### src/rtl/multiword_add_sequencer.sv
// Multi-precision adder controller. Adds two TOTAL-bit operands by stepping one
// shared CHUNK-bit carry-lookahead stage over NUM_CHUNKS cycles, least
// significant chunk first, with the inter-chunk carry held in a register.
//
// Ports:
//   i_clk        system clock, rising edge
//   i_rst_n      asynchronous active-low reset
//   i_start      request an addition (sampled only when idle)
//   i_op_a/b     addends, captured on an accepted start
//   i_carry_in   carry into chunk 0, captured on an accepted start
//   o_busy       high while running or signalling done
//   o_done       one-cycle pulse; results valid from this cycle
//   o_result     sum, held between operations
//   o_carry_out  carry out of the top chunk
//   o_overflow   two's-complement overflow of the full-width add
//   o_zero       o_result == 0
module multiword_add_sequencer #(
  parameter int unsigned CHUNK      = 8,
  parameter int unsigned NUM_CHUNKS = 4
) (
  input  logic                        i_clk,
  input  logic                        i_rst_n,
  input  logic                        i_start,
  input  logic [CHUNK*NUM_CHUNKS-1:0] i_op_a,
  input  logic [CHUNK*NUM_CHUNKS-1:0] i_op_b,
  input  logic                        i_carry_in,
  output logic                        o_busy,
  output logic                        o_done,
  output logic [CHUNK*NUM_CHUNKS-1:0] o_result,
  output logic                        o_carry_out,
  output logic                        o_overflow,
  output logic                        o_zero
);

  localparam int unsigned Total = CHUNK * NUM_CHUNKS;
  localparam int unsigned IdxW  = (NUM_CHUNKS > 1) ? $clog2(NUM_CHUNKS) : 1;
  localparam logic [IdxW-1:0] LastIdx = IdxW'(NUM_CHUNKS - 1);

  typedef enum logic [1:0] {StIdle, StRun, StDone} state_e;

  state_e                 state_q, state_d;
  logic [IdxW-1:0]        idx_q, idx_d;
  logic                   carry_q, carry_d;
  logic [Total-1:0]       op_a_q, op_a_d;
  logic [Total-1:0]       op_b_q, op_b_d;
  logic [Total-1:0]       work_q, work_d;
  logic [Total-1:0]       result_q, result_d;
  logic                   carry_out_q, carry_out_d;
  logic                   overflow_q, overflow_d;
  logic                   zero_q, zero_d;

  // Chunk datapath: select the current slice by shifting, then lookahead add.
  logic [31:0]            base;
  logic [Total-1:0]       a_shift, b_shift;
  logic [CHUNK-1:0]       a_chunk, b_chunk, gen, prop, sum;
  logic [CHUNK:0]         c;
  logic [Total-1:0]       chunk_mask;

  always_comb begin
    base       = 32'(idx_q) * CHUNK;
    a_shift    = op_a_q >> base;
    b_shift    = op_b_q >> base;
    a_chunk    = a_shift[CHUNK-1:0];
    b_chunk    = b_shift[CHUNK-1:0];
    gen        = a_chunk & b_chunk;
    prop       = a_chunk | b_chunk;
    c          = '0;
    c[0]       = carry_q;
    for (int i = 0; i < int'(CHUNK); i++) begin
      c[i+1] = gen[i] | (prop[i] & c[i]);
    end
    // P = a|b still yields the right sum when combined with a^b below.
    sum        = a_chunk ^ b_chunk ^ c[CHUNK-1:0];
    chunk_mask = {{(Total-CHUNK){1'b0}}, {CHUNK{1'b1}}} << base;
  end

  always_comb begin
    state_d     = state_q;
    idx_d       = idx_q;
    carry_d     = carry_q;
    op_a_d      = op_a_q;
    op_b_d      = op_b_q;
    work_d      = work_q;
    result_d    = result_q;
    carry_out_d = carry_out_q;
    overflow_d  = overflow_q;
    zero_d      = zero_q;

    unique case (state_q)
      StIdle: begin
        if (i_start) begin
          op_a_d  = i_op_a;
          op_b_d  = i_op_b;
          carry_d = i_carry_in;
          idx_d   = '0;
          work_d  = '0;
          state_d = StRun;
        end
      end
      StRun: begin
        work_d  = (work_q & ~chunk_mask) | ((Total'(sum) << base) & chunk_mask);
        carry_d = c[CHUNK];
        idx_d   = idx_q + IdxW'(1);
        if (idx_q == LastIdx) begin
          idx_d       = '0;
          state_d     = StDone;
          result_d    = work_d;
          carry_out_d = c[CHUNK];
          overflow_d  = (op_a_q[Total-1] == op_b_q[Total-1]) &&
                        (work_d[Total-1] != op_a_q[Total-1]);
          zero_d      = (work_d == '0);
        end
      end
      StDone: begin
        state_d = StIdle;
      end
      default: begin
        state_d = StIdle;
      end
    endcase
  end

  always_ff @(posedge i_clk or negedge i_rst_n) begin
    if (!i_rst_n) begin
      state_q     <= StIdle;
      idx_q       <= '0;
      carry_q     <= 1'b0;
      op_a_q      <= '0;
      op_b_q      <= '0;
      work_q      <= '0;
      result_q    <= '0;
      carry_out_q <= 1'b0;
      overflow_q  <= 1'b0;
      zero_q      <= 1'b0;
    end else begin
      state_q     <= state_d;
      idx_q       <= idx_d;
      carry_q     <= carry_d;
      op_a_q      <= op_a_d;
      op_b_q      <= op_b_d;
      work_q      <= work_d;
      result_q    <= result_d;
      carry_out_q <= carry_out_d;
      overflow_q  <= overflow_d;
      zero_q      <= zero_d;
    end
  end

  assign o_busy      = (state_q != StIdle);
  assign o_done      = (state_q == StDone);
  assign o_result    = result_q;
  assign o_carry_out = carry_out_q;
  assign o_overflow  = overflow_q;
  assign o_zero      = zero_q;

endmodule

### config.mk
export PLATFORM = sky130hd
export DESIGN_NAME = multiword_add_sequencer
export DESIGN_NICKNAME = d
export VERILOG_FILES = /design/src/rtl/multiword_add_sequencer.sv
export SDC_FILE = /design/constraint.sdc
export NUM_CORES = 1
export LEC_CHECK = 0
export BUFFER_PORTS_ARGS = -buffer_cell sky130_fd_sc_hd__clkbuf_2
export CORE_ASPECT_RATIO = 1.2
export CORE_MARGIN = 2
export CORE_UTILIZATION = 53
export DETAILED_ROUTE_END_ITERATION = 10
export PLACE_DENSITY = 0.76
export SLEW_MARGIN = 10
export SYNTH_ARGS = -nofsm -noshare
export SYNTH_HDL_FRONTEND = slang
export SYNTH_SLANG_ARGS = --single-unit
### constraint.sdc
create_clock -name i_clk -period 15.1 [get_ports i_clk]
set_clock_uncertainty 0.2 [all_clocks]
set_input_delay 2.265 -clock i_clk [delete_from_list [all_inputs] [get_ports i_clk]]
set_output_delay 2.265 -clock i_clk [all_outputs]
set_load 0.01 [all_outputs]
Yosys cells after proc, flatten, opt, wreduce, memory -nomap -nowiden
Cells that the tools add are included.
{"block": "totals", "register_bits": 136, "inputBits": 68, "out_inout_bits": 37, "word_cells": 65}
{"block": "op_classes", "add_sub_neg": 1, "n_eq_ne": 7, "n_shift": 4, "mux": 10, "bitwise_logic": 24, "n_reduce_logical": 9}
{"op": "bitwise AND 32 bit", "n": 2}
{"op": "one-hot mux 32 bit (2 select lines)", "n": 1}
{"op": "right shift 32 x 5 -> 8 bit", "n": 2}
{"op": "zero test 32 bit", "n": 1}
{"op": "two-way mux 32 bit", "n": 1}
{"op": "NOT 32 bit", "n": 1}
{"op": "bitwise OR 32 bit", "n": 1}
{"op": "left shift 8 x 5 -> 32 bit", "n": 1}
{"op": "left shift 8 x 5 -> 32 bit, first input constant", "n": 1}
{"op": "XOR 8 bit", "n": 2}
{"op": "bitwise AND 1 bit", "n": 8}
{"op": "bitwise AND 8 bit", "n": 1}
{"op": "two-way mux 2 bit", "n": 4}
{"op": "bitwise OR 1 bit", "n": 8}
{"op": "bitwise OR 8 bit", "n": 1}
{"op": "one-hot mux 2 bit (2 select lines)", "n": 2}
{"op": "AND reduction 2 bit", "n": 4}
{"op": "equality test 2 bit, second input constant", "n": 2}
{"op": "inequality test 2 bit, second input constant", "n": 2}
{"op": "nonzero test 2 bit", "n": 2}
{"op": "adder 2 x 1 -> 2 bit, second input constant", "n": 1}
{"op": "equality test 2 x 1 -> 1 bit, second input constant", "n": 1}
{"op": "zero test 2 bit", "n": 1}
{"op": "one-hot mux 1 bit (2 select lines)", "n": 1}
{"op": "other kinds (4)", "n": 4}

Logic depth before layout (Yosys ltp)
Gate-level depths: netlist of the first run.
{"block": "logic_depth", "ltp_word": 22, "ltp_mapped": 20, "mapped_depth_nobuf": 17}

Worst setup path before layout of the first run
OpenSTA, ideal clock, no wires.
{"block": "synth_timing", "kind": "register to register", "startpoint": "register idx_q[0]", "endpoint": "register zero_q (netlist: o_zero)", "t_arrival_ns": 4.567, "slack_ns": 10.241, "stages_incl_launch_ff": 21, "n_path_buf": 3, "period_less_slack_ns": 4.859, "path_cell_list": "dfrtp_1 -> buf_4 -> buf_2 -> mux4_2 -> fa_1 -> inv_1 -> fa_1 -> fa_1 -> fa_1 -> inv_1 -> fa_1 -> inv_1 -> fa_1 -> inv_1 -> fa_1 -> fa_1 -> buf_4 -> nand4_1 -> a21boi_0 -> nand4b_1 -> o31ai_2"}
{"block": "synth_via", "elab_chain_cells": 21}
{"item": "start: declaration", "line_no": "42", "source": "logic [IdxW-1:0] idx_q, idx_d;"}
{"item": "start signal: assignment", "line_no": "137", "source": "idx_q <= idx_d;"}
{"item": "right shift 32 x 5 -> 8 bit, on equally long branches", "line_no": "61, 62"}
{"item": "bitwise OR 8 bit", "line_no": "66", "source": "prop = a_chunk | b_chunk;"}
{"item": "bitwise AND 1 bit", "line_no": "70", "source": "c[i+1] = gen[i] | (prop[i] & c[i]);"}
{"item": "bitwise OR 1 bit", "line_no": "70"}
{"item": "bitwise AND 1 bit", "line_no": "70"}
{"item": "bitwise OR 1 bit", "line_no": "70"}
{"item": "bitwise AND 1 bit", "line_no": "70"}
{"item": "bitwise OR 1 bit", "line_no": "70"}
{"item": "[5 not listed]"}
{"item": "bitwise OR 1 bit", "line_no": "70"}
{"item": "bitwise AND 1 bit", "line_no": "70"}
{"item": "bitwise OR 1 bit", "line_no": "70"}
{"item": "XOR 8 bit", "line_no": "73", "source": "sum = a_chunk ^ b_chunk ^ c[CHUNK-1:0];"}
{"item": "left shift 8 x 5 -> 32 bit", "line_no": "101", "source": "work_d = (work_q & ~chunk_mask) | ((Total'(sum) << base) & chunk_mask);"}
{"item": "bitwise AND 32 bit", "line_no": "101"}
{"item": "bitwise OR 32 bit", "line_no": "101"}
{"item": "zero test 32 bit", "line_no": "111", "source": "zero_d = (work_d == '0);"}
{"item": "end signal: assignment", "line_no": "145", "source": "zero_q <= zero_d;"}
{"item": "end: declaration", "line_no": "50", "source": "logic zero_q, zero_d;"}
Parallel ways exist; a longest one is shown, timed or not.
A chain may end at the register's enable or synchronous reset.

Final worst setup path of the first run
Ends and elaborated chain as after synthesis.

==> results of run 1 <==
## kinds of logic after synthesis
group / after synthesis
multiplexers: 17
flip-flops: 129
buffers and inverters: 64
AO/OA/AOI/OAI: 100
AND/OR/NAND/NOR: 283
adder cells (fa/ha/maj): 12
## path summary, 6_finish.rpt
check,start,to,cells past startpoint
max,idx_q[0]$_DFFE_PN0P_,o_zero$_DFFE_PN0P_,18
min,o_result[8]$_DFFE_PN0P_,o_result[8]$_DFFE_PN0P_,2
max reg2reg,idx_q[0]$_DFFE_PN0P_,o_zero$_DFFE_PN0P_,18
min reg2reg,o_result[8]$_DFFE_PN0P_,o_result[8]$_DFFE_PN0P_,2
max in group asynchronous,i_rst_n,op_b_q[4]$_DFFE_PN0P_,2
min in group asynchronous,i_rst_n,o_result[27]$_DFFE_PN0P_,1
## layer usage
metal,part of all wire (%),vias up,GRT usage (%)
li1,-,2192,-
met1,40,2274,32.6
met2,51,181,41.8
met3,5.6,39,5.30
met4,3.6,0,14.5
met5,0,-,0
## critical path: cells and delay by family, from the launching register on
family / cells / cell delay (ns)
adder cells (fa/ha/maj): 8 / 2.45
flip-flops: 1 / 0.78
AO/OA/AOI/OAI: 2 / 0.64
buffers and inverters: 5 / 0.63
multiplexers: 1 / 0.56
AND/OR/NAND/NOR: 2 / 0.35
## flip-flops by register name, summed over array words and instances, names as in the netlist, 2 cells and up
register and cells:
state_q 2, o_result 32, work_q 25, op_b_q 32
op_a_q 32, idx_q 2
## synth_stat cells, types with 9 or more instances
cell type / instances / area [um2]
nand2_1: 235 / 882
dfrtp_1: 129 / 3230
o21ai_0: 39 / 195
inv_1: 25 / 93.8
clkbuf_1: 20 / 75.1
mux4_2: 16 / 360
a21oi_1: 15 / 75.1
buf_2: 14 / 70.1
nor2b_1: 14 / 87.6
a22o_1: 13 / 114
nand3_1: 9 / 45.0
## final cells by class
| cell class | count | area [um2] |
|---|---|---|
| Multi-Input combinational cell | 412 | 2420 |
| Fill cell | 890 | 3880 |
| Inverter | 25 | 93.8 |
| Timing Repair Buffer | 109 | 561 |
| Sequential cell | 129 | 3230 |
| Clock buffer | 22 | 474 |
| Clock inverter | 10 | 156 |
| Tap cell | 132 | 165 |
## power by group through the flow
stage,sequential [mW],combinational (mW),clock (mW)
6_report,0.606,0.917,0.434
5_1_grt,0.622,1.01,0.451
4_1_cts,0.604,0.910,0.436
3_5_place_dp,0.606,0.902,0
3_3_place_gp,0.599,0.874,0
2_1_floorplan,0.582,0.630,0
==> qor.txt, run 1 <==
Non-Filler Cell Area, Final: 0.00710 mm2
Vias: 4686
slew margin rel.: 18.7%
pin count of the biggest net entering global routing: 91
input/output buffers: 104
most frequent cells in the layout: nand2_1 (234), dfrtp_1 (129), clkbuf_2 (103)
layout cells sized above 1: 23.1%
Net Sw Frac: 42.4%
type of the worst setup path: reg -> reg
combinational family with the most area after synthesis: simple AND/OR/NAND/NOR gates
register clock-pin slew on the reported worst setup and hold paths: 0.05 ns
status: complete, no violations
Placer Congestion: 0.871
Fin Hold WS: 0.274 ns
grt ovf: 0
count of maximum capacitance violations: 0
dominant synthesized flop cell: dfrtp_1
Max H-tree Level: 4
fin crit period: 5.71 ns
post-synthesis compound-gate area fraction: 11.1%
CTS tree: built
Layout Cells excl Fill: 839
clock latency on the worst-skew pair: 0.42 ns
endpoints failing hold: 0
crit start category: register
die span in x: 100 um
Mapped Cells: 605
Psw: 0.830 mW
DP Wirelength: 9.72 mm
Max FO, Critical Path: 18
Clock Tree Buf Depth: 2
initial DRC count: 289
Post-CTS Repair Setup Buffers: 0
row count: 42
first-pass GRT wire length: 23.9 mm
RSZ-0062 raised after global routing: false
Tcrit/Tclk final: 37.8%
Synthesis Warnings: 0
VDD IR max: 159 uV
PwrDens: 275 mW/mm2
critical path's most frequent cell: fa_1
Post-DP Area: 0.00647 mm2
most common cell after layout, fill and taps aside: nand2_1
HP Class: reg -> reg
final core occ: 64.7%
routed len/inst: 17.1 um
vias in the first global route: 4882
pin slew with the least headroom to its limit: 1.22 ns
Max Slew Vio Count: 0
R2R setup slack: 9.39 ns
FMAX: 0.175 GHz
Crit-path slowest cell: dfrtp_1
initial antenna violation count: 0
Gate power share: 46.9%
Cell Area, Synth: 0.00592 mm2
nets: 774
final setup margin: 9.39 ns
Lkg Pwr: 3.60 nW
Post-Synth Adder-Cell Area: 3.55%
Initial DRT Pass Iterations: 4
Antenna Cells: 0
CP peak stage delay: 0.78 ns
cells along the critical path: buf_4 -> mux4_2 -> fa_1 -> inv_1 -> fa_1 -> fa_1 -> fa_1 -> inv_1 -> fa_1 -> inv_1 -> fa_1 -> inv_1 -> fa_1 -> fa_1 -> nand4_1 -> a21boi_0 -> nand4b_1 -> o31ai_2
power share of the clock group: 22.2%
die area: 0.0120 mm2
DRT antenna net count: 0
Layout area overhead: 20.0%
Post-CTS Resized: 0
Worst Path Required: 15.23 ns
Die Y: 120 um
Initial Utilization: 53.9%
Ports: 105
# DRC: 0
register area share after synthesis: 54.6%
total clock sinks: 129
Post-Synth Simple-Gate Area: 19.9%
XOR/XNOR share of the synthesized area: 0%
CTS Buf Count: 17
CP Capture Type: register
Power, Total: 1.96 mW
sequential share of power: 31.0%
post-synthesis mux area share: 6.28%
total global-route track usage: 25.9%
Mapped Nets: 685
placed cells: 807
Synth Register Bits: 129
final setup fails: 0
via/cell ratio: 5.59
Total Wirelength: 14.3 mm
Post-synth EDFFs: 0
Synth async-reset ratio: 100%
post-synthesis cell type count: 43
Worst Path Arrival: 5.84 ns
Post-Place Worst Slack: 9.41 ns
root buffer cell: clkbuf_16
Syn Area/Cell: 9.78 um2
Core ar.: 0.0110 mm2
setup TNS: 0 ns
cell-internal power: 1.13 mW
CTS Hold Bufs: 0
(Power assumes the default switching activity.)
==> inputs of run 2 (changes only) <==
Clock period 15.1 ns to 5.6 ns, I/O delays scaled along.
==> run 2 against run 1 <==
  * Critical path depth down 1
  * Die area unchanged
  * Clock-buffer cell count down 4
  * Combinational power rose to 2.8 times the previous value
  * Wire length up 4.2%
  * Via count up 2.3%
  * Clock power up 140%
  * Sequential share of layout area up 0.24 points
  * Non-clock buffer count up 2
  * Setup slack worse by 9.0 ns
  * Largest cell class unchanged
==> qor.txt, run 2 (synthesis gave the netlist of run 1 again) <==
status: complete, no violations (unchanged)
VDD IR max: 594 uV (was 159 uV)
Lkg Pwr: 3.57 nW (was 3.60 nW)
cells along the critical path: mux4_2 -> fa_1 -> inv_1 -> fa_1 -> fa_1 -> fa_1 -> inv_1 -> fa_1 -> inv_1 -> fa_1 -> inv_1 -> fa_1 -> fa_1 -> nand4_1 -> a21boi_0 -> nand4b_1 -> o31ai_2 (was buf_4 -> mux4_2 -> fa_1 -> inv_1 -> fa_1 -> fa_1 -> fa_1 -> inv_1 -> fa_1 -> inv_1 -> fa_1 -> inv_1 -> fa_1 -> fa_1 -> nand4_1 -> a21boi_0 -> nand4b_1 -> o31ai_2)
die span in x: 100 um (unchanged)
Post-CTS Repair Setup Buffers: 0 (unchanged)
Vias: 4795 (was 4686)
vias in the first global route: 4857 (was 4882)
most frequent cells in the layout: nand2_1 (234), dfrtp_1 (129), clkbuf_2 (103) (unchanged)
die area: 0.0120 mm2 (unchanged)
row count: 42 (unchanged)
Clock Tree Buf Depth: 2 (unchanged)
Tcrit/Tclk final: 93.5% (was 37.8%)
crit start category: register (unchanged)
fin crit period: 5.24 ns (was 5.71 ns)
Total Wirelength: 14.9 mm (was 14.3 mm)
total clock sinks: 129 (unchanged)
grt ovf: 0 (unchanged)
endpoints failing hold: 0 (unchanged)
layout cells sized above 1: 23.6% (was 23.1%)
root buffer cell: clkbuf_16 (unchanged)
R2R setup slack: 0.36 ns (was 9.39 ns)
pin count of the biggest net entering global routing: 70 (was 91)
routed len/inst: 17.8 um (was 17.1 um)
initial antenna violation count: 0 (unchanged)
CTS Buf Count: 17 (unchanged)
Post-DP Area: 0.00648 mm2 (was 0.00647 mm2)
Post-CTS Resized: 0 (unchanged)
via/cell ratio: 5.70 (was 5.59)
FMAX: 0.191 GHz (was 0.175 GHz)
total global-route track usage: 26.8% (was 25.9%)
RSZ-0062 raised after global routing: false (unchanged)
setup TNS: 0 ns (unchanged)
Crit-path slowest cell: dfrtp_1 (unchanged)
final setup margin: 0.365 ns (was 9.39 ns)
initial DRC count: 308 (was 289)
Post-Place Worst Slack: 0.449 ns (was 9.41 ns)
most common cell after layout, fill and taps aside: nand2_1 (unchanged)
Initial DRT Pass Iterations: 5 (was 4)
Max FO, Critical Path: 18 (unchanged)
CTS tree: built (unchanged)
critical path's most frequent cell: fa_1 (unchanged)
first-pass GRT wire length: 24.4 mm (was 23.9 mm)
Ports: 105 (unchanged)
HP Class: in -> async (was reg -> reg)
PwrDens: 737 mW/mm2 (was 275 mW/mm2)
clock latency on the worst-skew pair: 0.42 ns (about the same)
slew margin rel.: 37.7% (was 18.7%)
Worst Path Arrival: 5.37 ns (was 5.84 ns)
Non-Filler Cell Area, Final: 0.00706 mm2 (was 0.00710 mm2)
Initial Utilization: 53.9% (unchanged)
type of the worst setup path: reg -> reg (unchanged)
R2R depth: 17 (was 18)
CTS Hold Bufs: 0 (unchanged)
# DRC: 0 (unchanged)
CP peak stage delay: 0.74 ns (was 0.78 ns)
Worst R2R Start: idx_q[1]$_DFFE_PN0P_ (was idx_q[0]$_DFFE_PN0P_)
DP Wirelength: 10.3 mm (was 9.72 mm)
Layout area overhead: 19.4% (was 20.0%)
Worst Path Required: 5.73 ns (was 15.23 ns)
register clock-pin slew on the reported worst setup and hold paths: 0.06 ns (was 0.05 ns)
pin slew with the least headroom to its limit: 0.933 ns (was 1.22 ns)
Max H-tree Level: 4 (unchanged)
Fillers: 850 (was 890)
DRT antenna net count: 0 (unchanged)
CP Capture Type: register (unchanged)
Placer Congestion: 0.941 (was 0.871)
final setup fails: 0 (unchanged)
input/output buffers: 104 (unchanged)
count of maximum capacitance violations: 0 (unchanged)
Die Y: 120 um (unchanged)
nets: 776 (was 774)
Antenna Cells: 0 (unchanged)
reg-to-reg endpoint: o_zero$_DFFE_PN0P_ (unchanged)
Max Slew Vio Count: 0 (unchanged)
Core ar.: 0.0110 mm2 (unchanged)
## run 2: cell types whose count changed in the layout (fill, tap and decap cells not counted), sizes merged
cell | previous run | this run
inv | 25 | 27
buf | 6 | 8
clkbuf | 125 | 121
clkinvlp | 1 | 5
bufinv | 4 | 1
clkinv | 5 | 6
## run 2: how the worst max path moves through the flow
| stage | depth (start not counted) | endpoint | slack, ns | startpoint |
|---|---|---|---|---|
| after floorplan | 20 | o_zero$_DFFE_PN0P_ | 0.74 | idx_q[0]$_DFFE_PN0P_ |
| after global placement | 17 | o_zero$_DFFE_PN0P_ | 0.63 | idx_q[1]$_DFFE_PN0P_ |
| after CTS | 17 | o_zero$_DFFE_PN0P_ | 0.42 | idx_q[1]$_DFFE_PN0P_ |
| after global routing | 17 | o_zero$_DFFE_PN0P_ | 0.06 | idx_q[1]$_DFFE_PN0P_ |
| final | 17 | o_zero$_DFFE_PN0P_ | 0.36 | idx_q[1]$_DFFE_PN0P_ |
| after detailed placement | 17 | o_zero$_DFFE_PN0P_ | 0.45 | idx_q[1]$_DFFE_PN0P_ |
## run 2: area by class of cell
type | count | area (um2) | share of cell area (%)
clock inverter | 14 | 134 | 1.90
inverter | 25 | 93.8 | 1.33
multi-input combinational | 412 | 2430 | 34.4
tap | 132 | 165 | 2.34
timing repair buffer | 111 | 576 | 8.15
clock buffer | 18 | 439 | 6.22
sequential | 129 | 3230 | 45.7
## run 2: routing by layer
layer  GRT usage [%]  vias up  share of wire, %
met5               0        -                 0
met4            11.9        0               3.5
met3            7.40       50               6.5
met2            43.8      201                51
met1            33.1     2348                39
li1                -     2196                 -
## run 2: worst max-delay path: cells and delay by family (launching register included)
family,cells,cell delay [ns]
AOI/OAI and AO/OA,2,0.65
DFF,1,0.74
muxes,1,0.34
buffers and inverters,4,0.25
and+or+nand+nor,2,0.36
adders and majority gates,8,2.59
## run 2: metrics by stage
| step | utilization [%] | instances | total power, mW | hold WS, ns |
|---|---|---|---|---|
| 2_1_floorplan | - | 605 | 3.27 | 0.240 |
| 3_3_place_gp | 59.0 | 809 | 4.00 | 0.255 |
| 3_5_place_dp | 59.0 | 809 | 4.10 | 0.260 |
| 4_1_cts | 64.3 | 841 | 5.18 | 0.0632 |
| 5_1_grt | 64.3 | 841 | 5.53 | 0.0843 |
| 6_report | 64.3 | 841 | 5.21 | 0.0713 |
## run 2: power breakdown
group	total, mW	switching [mW]	internal [mW]
Sequential	1.62	0.281	1.34
Combinational	2.53	1.61	0.928
Clock	1.05	0.429	0.625
==> inputs of run 3 (changes only) <==
Settings changed: CORE_ASPECT_RATIO 1.2 to 1.25.
==> run 3 against run 2 <==
  * Power up 0.79%
  * Clock-buffer cell count grew 3
  * Non-clock buffer count decreased by 2
  * Critical path type unchanged
  * Largest cell class unchanged
==> qor.txt, run 3 (synthesis gave the netlist of run 1 again) <==
cells along the critical path: buf_4 -> mux4_2 -> inv_1 -> fa_1 -> fa_1 -> fa_1 -> inv_1 -> fa_1 -> inv_1 -> fa_1 -> inv_1 -> fa_1 -> fa_1 -> nand4_1 -> a21boi_0 -> nand4b_1 -> o31ai_2 (was mux4_2 -> fa_1 -> inv_1 -> fa_1 -> fa_1 -> fa_1 -> inv_1 -> fa_1 -> inv_1 -> fa_1 -> inv_1 -> fa_1 -> fa_1 -> nand4_1 -> a21boi_0 -> nand4b_1 -> o31ai_2)
DRT antenna net count: 0 (unchanged)
clock latency on the worst-skew pair: 0.42 ns (about the same)
Worst Path Required: 5.73 ns (about the same)
Clock Tree Buf Depth: 2 (unchanged)
total clock sinks: 129 (unchanged)
FMAX: 0.187 GHz (was 0.191 GHz)
status: complete, no violations (unchanged)
Die Y: 122 um (was 120 um)
Initial Utilization: 53.9% (about the same)
row count: 43 (was 42)
HP Class: reg -> reg (was in -> async)
endpoints failing hold: 0 (unchanged)
Vias: 4720 (was 4795)
Layout area overhead: 19.8% (was 19.4%)
setup TNS: 0 ns (unchanged)
DP Wirelength: 9.84 mm (was 10.3 mm)
via/cell ratio: 5.61 (was 5.70)
Tcrit/Tclk final: 95.6% (was 93.5%)
CTS Hold Bufs: 0 (unchanged)
Core ar.: 0.0110 mm2 (about the same)
most common cell after layout, fill and taps aside: nand2_1 (unchanged)
root buffer cell: clkbuf_16 (unchanged)
Post-CTS Resized: 0 (unchanged)
nets: 774 (was 776)
Ports: 105 (unchanged)
grt ovf: 0 (unchanged)
Post-CTS Repair Setup Buffers: 0 (unchanged)
fin crit period: 5.35 ns (was 5.24 ns)
R2R depth: 17 (unchanged)
PwrDens: 740 mW/mm2 (was 737 mW/mm2)
CP Capture Type: register (unchanged)
critical path's most frequent cell: fa_1 (unchanged)
Worst Path Arrival: 5.48 ns (was 5.37 ns)
Total Wirelength: 14.1 mm (was 14.9 mm)
final core occ: 64.6% (was 64.3%)
Initial DRT Pass Iterations: 5 (unchanged)
pin count of the biggest net entering global routing: 88 (was 70)
Fin Hold WS: 0.274 ns (was 0.0713 ns)
VDD IR max: 432 uV (was 594 uV)
final setup fails: 0 (unchanged)
first-pass GRT wire length: 23.2 mm (was 24.4 mm)
# DRC: 0 (unchanged)
layout cells sized above 1: 22.8% (was 23.6%)
most frequent cells in the layout: nand2_1 (234), dfrtp_1 (129), clkbuf_2 (103) (unchanged)
initial antenna violation count: 0 (unchanged)
die area: 0.0120 mm2 (about the same)
crit start category: register (unchanged)
initial DRC count: 261 (was 308)
type of the worst setup path: reg -> reg (unchanged)
register clock-pin slew on the reported worst setup and hold paths: 0.06 ns (about the same)
Crit-path slowest cell: fa_1 (was dfrtp_1)
Max Slew Vio Count: 0 (unchanged)
Placer Congestion: 0.872 (was 0.941)
Antenna Cells: 0 (unchanged)
WHS Path Cells: 2
CTS tree: built (unchanged)
CP peak stage delay: 0.56 ns (was 0.74 ns)
pin slew with the least headroom to its limit: 1.08 ns (was 0.933 ns)
slew margin rel.: 28.0% (was 37.7%)
Lkg Pwr: 3.59 nW (was 3.57 nW)
Max FO, Critical Path: 25 (was 18)
RSZ-0062 raised after global routing: false (unchanged)
CTS Buf Count: 17 (unchanged)
total global-route track usage: 24.9% (was 26.8%)
Max H-tree Level: 4 (unchanged)
count of maximum capacitance violations: 0 (unchanged)
input/output buffers: 104 (unchanged)
die span in x: 98.5 um (was 100 um)
routed len/inst: 16.8 um (was 17.8 um)
vias in the first global route: 4724 (was 4857)
run 3: per-layer routing:
metal	GRT usage [%]	wire [um]	vias to the layer above
met3	5.39	831	29
met5	0	0	-
met4	10.2	340	0
met2	42.3	7360	173
li1	-	-	2197
met1	31.2	5590	2321
run 3: final timing paths:
kind,from,to,slack [ns]
worst max register to register,idx_q[0]$_DFFE_PN0P_,o_zero$_DFFE_PN0P_,0.25
worst min register to register,o_result[27]$_DFFE_PN0P_,o_result[27]$_DFFE_PN0P_,0.27
worst min-delay path,o_result[27]$_DFFE_PN0P_,o_result[27]$_DFFE_PN0P_,0.27
worst max-delay path,idx_q[0]$_DFFE_PN0P_,o_zero$_DFFE_PN0P_,0.25
max in group asynchronous,i_rst_n,op_a_q[7]$_DFFE_PN0P_,3.61
min in group asynchronous,i_rst_n,work_q[4]$_DFFE_PN0P_,0.44
run 3: stage by stage:
step	setup slack, ns	power, mW	std cells	instance area [um2]
after floorplan	0.741	3.27	605	5920
after global placement	0.583	3.97	810	6470
after detailed placement	0.355	4.08	810	6470
after CTS	0.297	5.23	841	7080
after global routing	0.0486	5.55	841	7090
final	0.249	5.25	841	7090
run 3: critical path, delay by kind of cell, from the launching register on:
family / cells / cell delay (ns)
buffers and inverters: 5 / 0.73
and+or+nand+nor: 2 / 0.38
muxes: 1 / 0.29
DFF: 1 / 0.50
adders and majority gates: 7 / 2.46
AOI/OAI and AO/OA: 2 / 0.68
run 3: power by group:
group          switching, mW  internal (mW)
clock network          0.389          0.752
registers              0.275           1.34
logic                   1.57          0.924
total                   2.23           3.01
run 3: layout make-up:
| class | count | area (um2) |
|---|---|---|
| well taps | 135 | 169 |
| fillers | 924 | 3890 |
| clock inverters | 10 | 160 |
| inverters | 25 | 93.8 |
| multi-input cells | 412 | 2430 |
| flip-flops and latches | 129 | 3230 |
| repair buffers | 109 | 561 |
| clock buffers | 21 | 450 |
